$ cat src/rtl/int_ctrl_pkg.sv
// Shared encodings, vector addresses and sizing helpers for the nested interrupt controller.
package int_ctrl_pkg;

  localparam logic [1:0] IM0 = 2'd0;
  localparam logic [1:0] IM1 = 2'd1;
  localparam logic [1:0] IM2 = 2'd2;

  localparam logic [15:0] NMI_VEC = 16'h0066;
  localparam logic [15:0] IM1_VEC = 16'h0038;

  // Index width for n channels; never below one bit so ports stay legal for n=1.
  function automatic int unsigned chan_width(input int unsigned n);
    return (n <= 1) ? 1 : $clog2(n);
  endfunction

endpackage

$ cat src/rtl/int_prio_enc.sv
// Lowest-index-wins priority encoder returning a valid flag and the winning index.
module int_prio_enc
  import int_ctrl_pkg::*;
#(
  parameter  int unsigned N = 4,
  localparam int unsigned W = chan_width(N)
) (
  input  logic [N-1:0] req,
  output logic         valid,
  output logic [W-1:0] idx
);

  // Scan downward so the lowest set index is the last one written.
  always_comb begin
    idx   = '0;
    valid = |req;
    for (int i = int'(N) - 1; i >= 0; i--) begin
      if (req[i]) idx = W'(i);
    end
  end

endmodule

$ cat src/rtl/int_ctrl_nested.sv
// EXE-stage interrupt controller: NMI plus NUM_IRQ nested maskable channels, IFF/IM/EI-shadow state.
// Optional macro INT_EDGE_EN makes the maskable channels edge-triggered with pending latches.
module int_ctrl_nested
  import int_ctrl_pkg::*;
#(
  parameter int unsigned NUM_IRQ  = 4,
  parameter int unsigned EI_DELAY = 1
) (
  input  logic               CLK,
  input  logic               RST,
  input  logic [NUM_IRQ-1:0] irq_in,
  input  logic [NUM_IRQ-1:0] irq_mask,
  input  logic               nmi_in,
  input  logic               ei,
  input  logic               di,
  input  logic               reti,
  input  logic               retn,
  input  logic               im_set,
  input  logic [1:0]         im_val,
  input  logic [7:0]         i_reg,
  input  logic               retire,
  input  logic               stall,
  input  logic               int_ack,
  output logic               interrupt_RQ,
  output logic [15:0]        target_pc,
  output logic               is_nmi,
  output logic               IFF1,
  output logic               IFF2,
  output logic [1:0]         int_mode,
  output logic [NUM_IRQ-1:0] in_service
);

  localparam int unsigned CW = chan_width(NUM_IRQ);

  logic               nmi_d;
  logic               nmi_pend;
  logic               nmi_edge;
  logic [1:0]         shadow;
  logic [NUM_IRQ-1:0] src;
  logic [NUM_IRQ-1:0] blocked;
  logic [NUM_IRQ-1:0] elig;
  logic               irq_valid;
  logic [CW-1:0]      irq_chan;
  logic               isv_valid;
  logic [CW-1:0]      isv_chan;
  logic               live;
  logic               accept;
  logic               take_nmi;
  logic               take_irq;
  logic [NUM_IRQ-1:0] set_vec;
  logic [NUM_IRQ-1:0] clr_vec;

`ifdef INT_EDGE_EN
  logic [NUM_IRQ-1:0] irq_d;
  logic [NUM_IRQ-1:0] irq_pend;

  // Edges latch regardless of mask; only the accepted channel is cleared.
  always_ff @(posedge CLK) begin
    if (RST) begin
      irq_d    <= '0;
      irq_pend <= '0;
    end else begin
      irq_d    <= irq_in;
      irq_pend <= (irq_pend & ~set_vec) | (irq_in & ~irq_d);
    end
  end

  assign src = irq_pend;
`else
  assign src = irq_in;
`endif

  // A channel is blocked by any in-service bit at its own or a higher-priority index.
  always_comb begin
    logic acc;
    acc     = 1'b0;
    blocked = '0;
    for (int c = 0; c < int'(NUM_IRQ); c++) begin
      acc        = acc | in_service[c];
      blocked[c] = acc;
    end
  end

  assign elig = src & ~irq_mask & ~blocked;

  int_prio_enc #(.N(NUM_IRQ)) u_elig_enc (
    .req   (elig),
    .valid (irq_valid),
    .idx   (irq_chan)
  );

  int_prio_enc #(.N(NUM_IRQ)) u_isv_enc (
    .req   (in_service),
    .valid (isv_valid),
    .idx   (isv_chan)
  );

  assign nmi_edge     = nmi_in & ~nmi_d;
  assign is_nmi       = nmi_pend;
  assign interrupt_RQ = nmi_pend | (IFF1 & (shadow == 2'd0) & irq_valid);

  always_comb begin
    if (nmi_pend)             target_pc = NMI_VEC;
    else if (int_mode == IM2) target_pc = {i_reg, 4'b0000, 3'(irq_chan), 1'b0};
    else                      target_pc = IM1_VEC;
  end

  assign live     = ~stall;
  assign accept   = live & int_ack & interrupt_RQ;
  assign take_nmi = accept & nmi_pend;
  assign take_irq = accept & ~nmi_pend;
  assign set_vec  = take_irq ? (NUM_IRQ'(1) << irq_chan) : '0;
  assign clr_vec  = (live & reti & isv_valid) ? (NUM_IRQ'(1) << isv_chan) : '0;

  // Architectural state freezes under stall; NMI edge capture keeps running.
  always_ff @(posedge CLK) begin
    if (RST) begin
      nmi_d      <= 1'b0;
      nmi_pend   <= 1'b0;
      shadow     <= 2'd0;
      IFF1       <= 1'b0;
      IFF2       <= 1'b0;
      int_mode   <= IM0;
      in_service <= '0;
    end else begin
      nmi_d    <= nmi_in;
      nmi_pend <= nmi_edge | (nmi_pend & ~take_nmi);
      if (live) begin
        if (im_set) int_mode <= im_val;
        in_service <= (in_service & ~clr_vec) | set_vec;
        if (take_nmi) begin
          IFF2 <= IFF1;
          IFF1 <= 1'b0;
        end else if (take_irq || di) begin
          IFF1 <= 1'b0;
          IFF2 <= 1'b0;
        end else if (ei) begin
          IFF1 <= 1'b1;
          IFF2 <= 1'b1;
        end else if (retn) begin
          IFF1 <= IFF2;
        end
        if (di)                          shadow <= 2'd0;
        else if (ei)                     shadow <= 2'(EI_DELAY);
        else if (retire && shadow != 2'd0) shadow <= shadow - 2'd1;
      end
    end
  end

endmodule

$ cat config.mk
export PLATFORM = sky130hd
export DESIGN_NAME = int_ctrl_nested
export DESIGN_NICKNAME = d
export VERILOG_FILES = /design/src/rtl/int_ctrl_pkg.sv /design/src/rtl/int_prio_enc.sv /design/src/rtl/int_ctrl_nested.sv
export SDC_FILE = /design/constraint.sdc
export NUM_CORES = 1
export LEC_CHECK = 0
export CAP_MARGIN = 5
export CORE_UTILIZATION = 50
export CTS_CLUSTER_DIAMETER = 120
export DETAILED_ROUTE_END_ITERATION = 8
export DONT_BUFFER_PORTS = 1
export HOLD_SLACK_MARGIN = 0.03
export PLACE_DENSITY = 0.75
export SKIP_LAST_GASP = 1
export SLEW_MARGIN = 10
export SYNTH_ARGS = -nofsm -noshare
export SYNTH_HDL_FRONTEND = slang
export SYNTH_SLANG_ARGS = --single-unit
$ cat constraint.sdc
create_clock -name CLK -period 1.5 [get_ports CLK]
set_input_delay 0.3 -clock CLK [delete_from_list [all_inputs] [get_ports CLK]]
set_output_delay 0.3 -clock CLK [all_outputs]
set_load 0.02 [all_outputs]
# --- After elaboration in Yosys (flattened, before gate mapping) ---
# Index checks and enable logic that the tools add are counted.
totals:
  regBits: 12
  inputBits: 29
  out_inout_bits: 26
  wordCells: 72
op_classes:
  add_sub_neg: 1
  n_eq_ne: 1
  n_shift: 2
  mux: 22
  bitwise: 26
  reduce_logical: 13
ops:
  columns: ["operator", "n"]
  rows:
  - ["$mux W16", 2]
  - ["$mux W2", 11]
  - ["$and A4 B4 Y4", 3]
  - ["$not A4 Y4", 3]
  - ["$and A1 B1 Y1", 10]
  - ["$mux W4", 2]
  - ["$reduce_and A2 Y1", 4]
  - ["$reduce_or A4 Y1", 2]
  - ["$shl A1 B2 Y4 const A", 2]
  - ["$mux W1", 7]
  - ["$reduce_bool A3 Y1", 2]
  - ["$or A1 B1 Y1", 5]
  - ["$not A1 Y1", 4]
  - ["$or A4 B4 Y4", 1]
  - ["$reduce_bool A4 Y1", 1]
  - ["$eq A2 B2 Y1 const B", 1]
  - ["$logic_not A2 Y1", 1]
  - ["$reduce_bool A2 Y1", 1]
  - ["$sub A2 B1 Y2 const B", 1]
  - ["$logic_and A1 B1 Y1", 1]
  - ["$logic_or A1 B1 Y1", 1]

# --- Logic depth before layout (Yosys ltp) ---
depth:
  ltp_word: 13
  ltp_mapped: 6
  depth_no_buf: 6

# --- Cells and area by module ---
# Synthesis repeated with hierarchy kept, for this count alone.
unflattened:
  cells_unflattened: 107
  hier_area_um2: 839.6
by_module_without_submodules:
  columns: ["mod", "instances", "cells_per_inst", "area_per_inst_um2", "seq_area_each_um2"]
  rows:
  - ["int_ctrl_nested", 1, 93, 769.5, 240.2]
  - ["int_prio_enc", 2, 7, 35.0, 0.0]

# --- Least setup slack after synthesis ---
# OpenSTA, ideal clock, no wires.
synth_timing:
  kind: "reg-to-output"
  startpoint: "reg in_service[0]"
  endpoint: "out target_pc[1]"
  t_arrival_ps: 1390
  t_required_ps: 1200
  setup_slack_ps: -190
  path_stages_with_launch: 5
  path_buffers: 0
  cell_sequence: "dfxtp_1 -> or3_4 -> nor4b_2 -> o21ai_0 -> nand2b_1"
synth_via:
  elab_chain_cells: 11
synth_lines:
  columns: ["element", "line", "rtl"]
  rows:
  - ["start: declaration", "int_ctrl_nested.sv:30", "output logic [NUM_IRQ-1:0] in_service"]
  - ["start signal: assignment", "int_ctrl_nested.sv:130", "in_service <= (in_service & ~clr_vec) | set_vec;"]
  - ["$or A1 B1 Y1 (3 in series)", "int_ctrl_nested.sv:79", "acc = acc | in_service[c];"]
  - ["$not A4 Y4 *", "int_ctrl_nested.sv:84", "assign elig = src & ~irq_mask & ~blocked;"]
  - ["$and A4 B4 Y4 *", "int_ctrl_nested.sv:84", null]
  - ["$mux W2 (3 in series)", "int_prio_enc.sv:18", "if (req[i]) idx = W'(i);"]
  - ["$mux W2 *", "int_prio_enc.sv:18", null]
  - ["$mux W16 *", "int_ctrl_nested.sv:104", "else if (int_mode == IM2) target_pc = {i_reg, 4'b0000, 3'(irq_chan), 1'b0};"]
  - ["$mux W16 *", "int_ctrl_nested.sv:103", "if (nmi_pend) target_pc = NMI_VEC;"]
  - ["end: declaration", "int_ctrl_nested.sv:25", "output logic [15:0] target_pc,"]
# Every way passes the cells marked *; elsewhere a longest branch is shown, timed or not.

# --- Worst setup path after layout ---
layout_timing:
  startpoint: "reg in_service[0]"
  endpoint: "out interrupt_RQ"
layout_via:
  elab_chain_cells: 8
layout_lines:
  columns: ["element", "line", "rtl"]
  rows:
  - ["$or A1 B1 Y1 (3 in series)", "int_ctrl_nested.sv:79", null]
  - ["$not A4 Y4 *", "int_ctrl_nested.sv:84", null]
  - ["$and A4 B4 Y4 *", "int_ctrl_nested.sv:84", null]
  - ["$reduce_or A4 Y1 *", "int_prio_enc.sv:16", "valid = |req;"]
  - ["$and A1 B1 Y1 *", "int_ctrl_nested.sv:100", "assign interrupt_RQ = nmi_pend | (IFF1 & (shadow == 2'd0) & irq_valid);"]
  - ["$or A1 B1 Y1 *", "int_ctrl_nested.sv:100", null]
  - ["end: declaration", "int_ctrl_nested.sv:24", "output logic interrupt_RQ,"]
# Marks and branches as above.

==> metrics.cfg <==
[power]
p_sw_uw = 248.1
p_seq_share_pct = 45.0
combPwrFrac_pct = 26.5
p_leak_nw = 0.4323
power.density_nw_per_um2 = 742.8
ir_drop_uv = 631.7
swShare_pct = 31.96
finalPower_uw = 776.1
power_frac_clock_pct = 28.4
p_int_uw = 528.0

[clock_network]
cts_buffers = 3
clkTransAtPathRegs_ns = 0.08
tritoncts = yes
cts_sinks = 12
cts_max_level = 1
cts_buffer_depth = 2
root_buffer = clkbuf_4
clock_latency_ns = 0.28

[floorplan]
die_w_um = 41.07
die-area_um2 = 1687
die_y_um = 41.07
ios = 55
coreArea_um2 = 1366
placementRows = 13
initial_utilization_pct = 55.86

[drt]
ant_nets = 0
drc = 0
firstDrtPassIters = 4
wl_per_cell_um = 15.16
wirelength_um = 1986
routed_via_density = 5.649
drt_iter0_markers = 7
num_vias = 740

[placement]
gp_congestion = 0.6733
port_buffers = 0
dpl_cell_area_um2 = 905.9
place_hpwl_um = 1416
dp.cells = 124

[finish]
utilization_pct = 76.47
design_area_um2 = 1045
diodes = 0
drive_gt1_share_pct = 43.97
nets = 147
syn_to_final_growth_pct = 36.88
fin_cells = 131

[job]
max_cap_violations = 0

[synthesis]
seq_area_frac_synth_pct = 31.48
ys.warnings.count = 0
synth_seq_cells = 12
synth_cell_type_count = 32
netlist_area_um2 = 763.2
synth_cells = 97
syn_avg_cell_area_um2 = 7.868

[critical_path]
crit_path_start_kind = flip-flop
crit_arrival_ns = 1.59
crit_fanout = 5
critPathKind = reg -> out
worstSetupEndpointType = output pin
crit_required_ns = 1.20

[global_route]
overflow = 0
grtUsageTotal_pct = 24.92
antenna_found_initial = 0
grt_pass1_wl_um = 2670
grt_max_degree = 13
grt_pass1_vias = 721

[timing]
finalWorstSetupSlack_ns = -0.3864
hold_violations = 0
rsz0062_at_grt = yes
final_max_slew_viol_count = 0
fin_crit_ns = 1.886
holdWs_ns = 0.06517
finalCritPeriodShare_pct = 125.8
finalSetupViolations = 3
finClkSkew_ns = 0.002668
max_freq_ghz = 0.5301

[outcome]
violations = negative setup slack
status = complete, but fails checks

[worst_hold_path]
hp-class = in -> reg

## path summary, 6_finish.rpt
check,from,depth (start not counted),to,slack (ns)
hold reg to reg,shadow[1],2,shadow[1],0.52
setup reg to reg,in_service[0],5,in_service[3],0
setup / recovery,in_service[0],4,interrupt_RQ,-0.39
hold / removal,RST,1,in_service[3],0.07
## state kept, by name (all words and copies together), names as in the netlist
register and count:
in_service 4, int_mode 2, shadow 2, IFF1 1, IFF2 1, is_nmi 1
nmi_d 1
## Yosys cell counts, drive strengths merged
master   number  share of area, %
nor2         14               6.9
dfxtp        12                31
a21oi        10               6.6
and2          8               6.6
nand2b        5               4.1
nor2b         5               4.1
buf           4               3.9
inv           4               2.0
mux2i         4               5.2
nand2         3               1.5
nor4b         3               4.3
o21ai         3               2.0
clkbuf        2              0.98
nand3         2               1.3
nor3          2               1.3
a211oi        1              0.98
a21o          1               1.1
a22oi         1              0.98
a311oi        1               2.0
a31o          1               1.1
and2b         1              0.98
conb          1              0.49
ha            1               1.6
nor3b         1              0.98
nor4          1              0.82
o2111ai       1               1.1
o31a          1               1.1
o31ai         1              0.98
or2           1              0.82
or3           1               1.5
or3b          1               1.1
## kinds of logic (layout without fill, tap and decap cells)
family / count (synthesis) / after routing / share of synthesized area, %
AND/OR/NAND/NOR: 48 / 49 / 36.23
AO/OA/AOI/OAI: 21 / 21 / 18.03
flip-flops: 12 / 12 / 31.48
buffers and inverters: 10 / 27 / 6.885
multiplexers: 4 / 4 / 5.246
adder cells (fa/ha/maj): 1 / 1 / 1.639
other: 1 / 2 / 0.4913
## stage by stage
stage / setup TNS (ns) / setup slack, ns
global route: -1.484 / -0.4286
CTS: -1.121 / -0.4209
global placement: -0.1541 / -0.07444
finish: -1.124 / -0.3864
floorplan: -0.1696 / -0.1103
detailed placement: -0.5271 / -0.1769
## layer usage
layer / vias to the layer above / track usage, % / part of all wire, %
met5: - / 0 / 0
met4: 0 / 15.00 / 2.8
met3: 7 / 8.152 / 6.7
met2: 31 / 44.14 / 49
met1: 329 / 24.76 / 42
li1: 373 / - / -
## power groups by stage
stage	clock [mW]	sequential (mW)	combinational (mW)
6_report	0.221	0.350	0.206
5_1_grt	0.237	0.351	0.221
4_1_cts	0.220	0.348	0.198
3_5_place_dp	0	0.352	0.178
3_3_place_gp	0	0.352	0.174
2_1_floorplan	0	0.358	0.142
## critical path: stages, from the launching register on
cell and delay (ns):
dfxtp_4 0.37, or3_4 0.40, a21o_2 0.23, a21oi_2 0.14, or2_4 0.17
## cells in the final DEF (no fill, tap or decap), types with 3 or more instances in the layout
| cell | netlist | layout |
|---|---|---|
| a21oi_1 | 10 | 8 |
| and2_4 | 0 | 8 |
| buf_4 | 4 | 17 |
| clkbuf_4 | 0 | 3 |
| dfxtp_1 | 12 | 8 |
| dfxtp_2 | 0 | 3 |
| inv_1 | 4 | 4 |
| mux2i_1 | 4 | 4 |
| nand2b_1 | 5 | 5 |
| nor2_1 | 14 | 13 |
| nor2b_1 | 5 | 3 |
| nor2b_4 | 0 | 3 |
## area by class of cell
cell class | count | area (um^2)
fill | 117 | 321.6
sequential | 12 | 247.7
clock buffer | 4 | 26.28
timing repair buffer | 19 | 150.1
tap | 15 | 18.77
multi-input combinational | 77 | 586.8
inverter | 4 | 15.01
## what timing repair did
action                     4_1_cts  5_1_grt
cloned                           1        0
setup buffers                    3        0
pin swaps                        9        6
hold buffers                     0        0
resized for setup               19       13
setup endpoints to repair       15       16
Power figures use the tool's default switching activity.
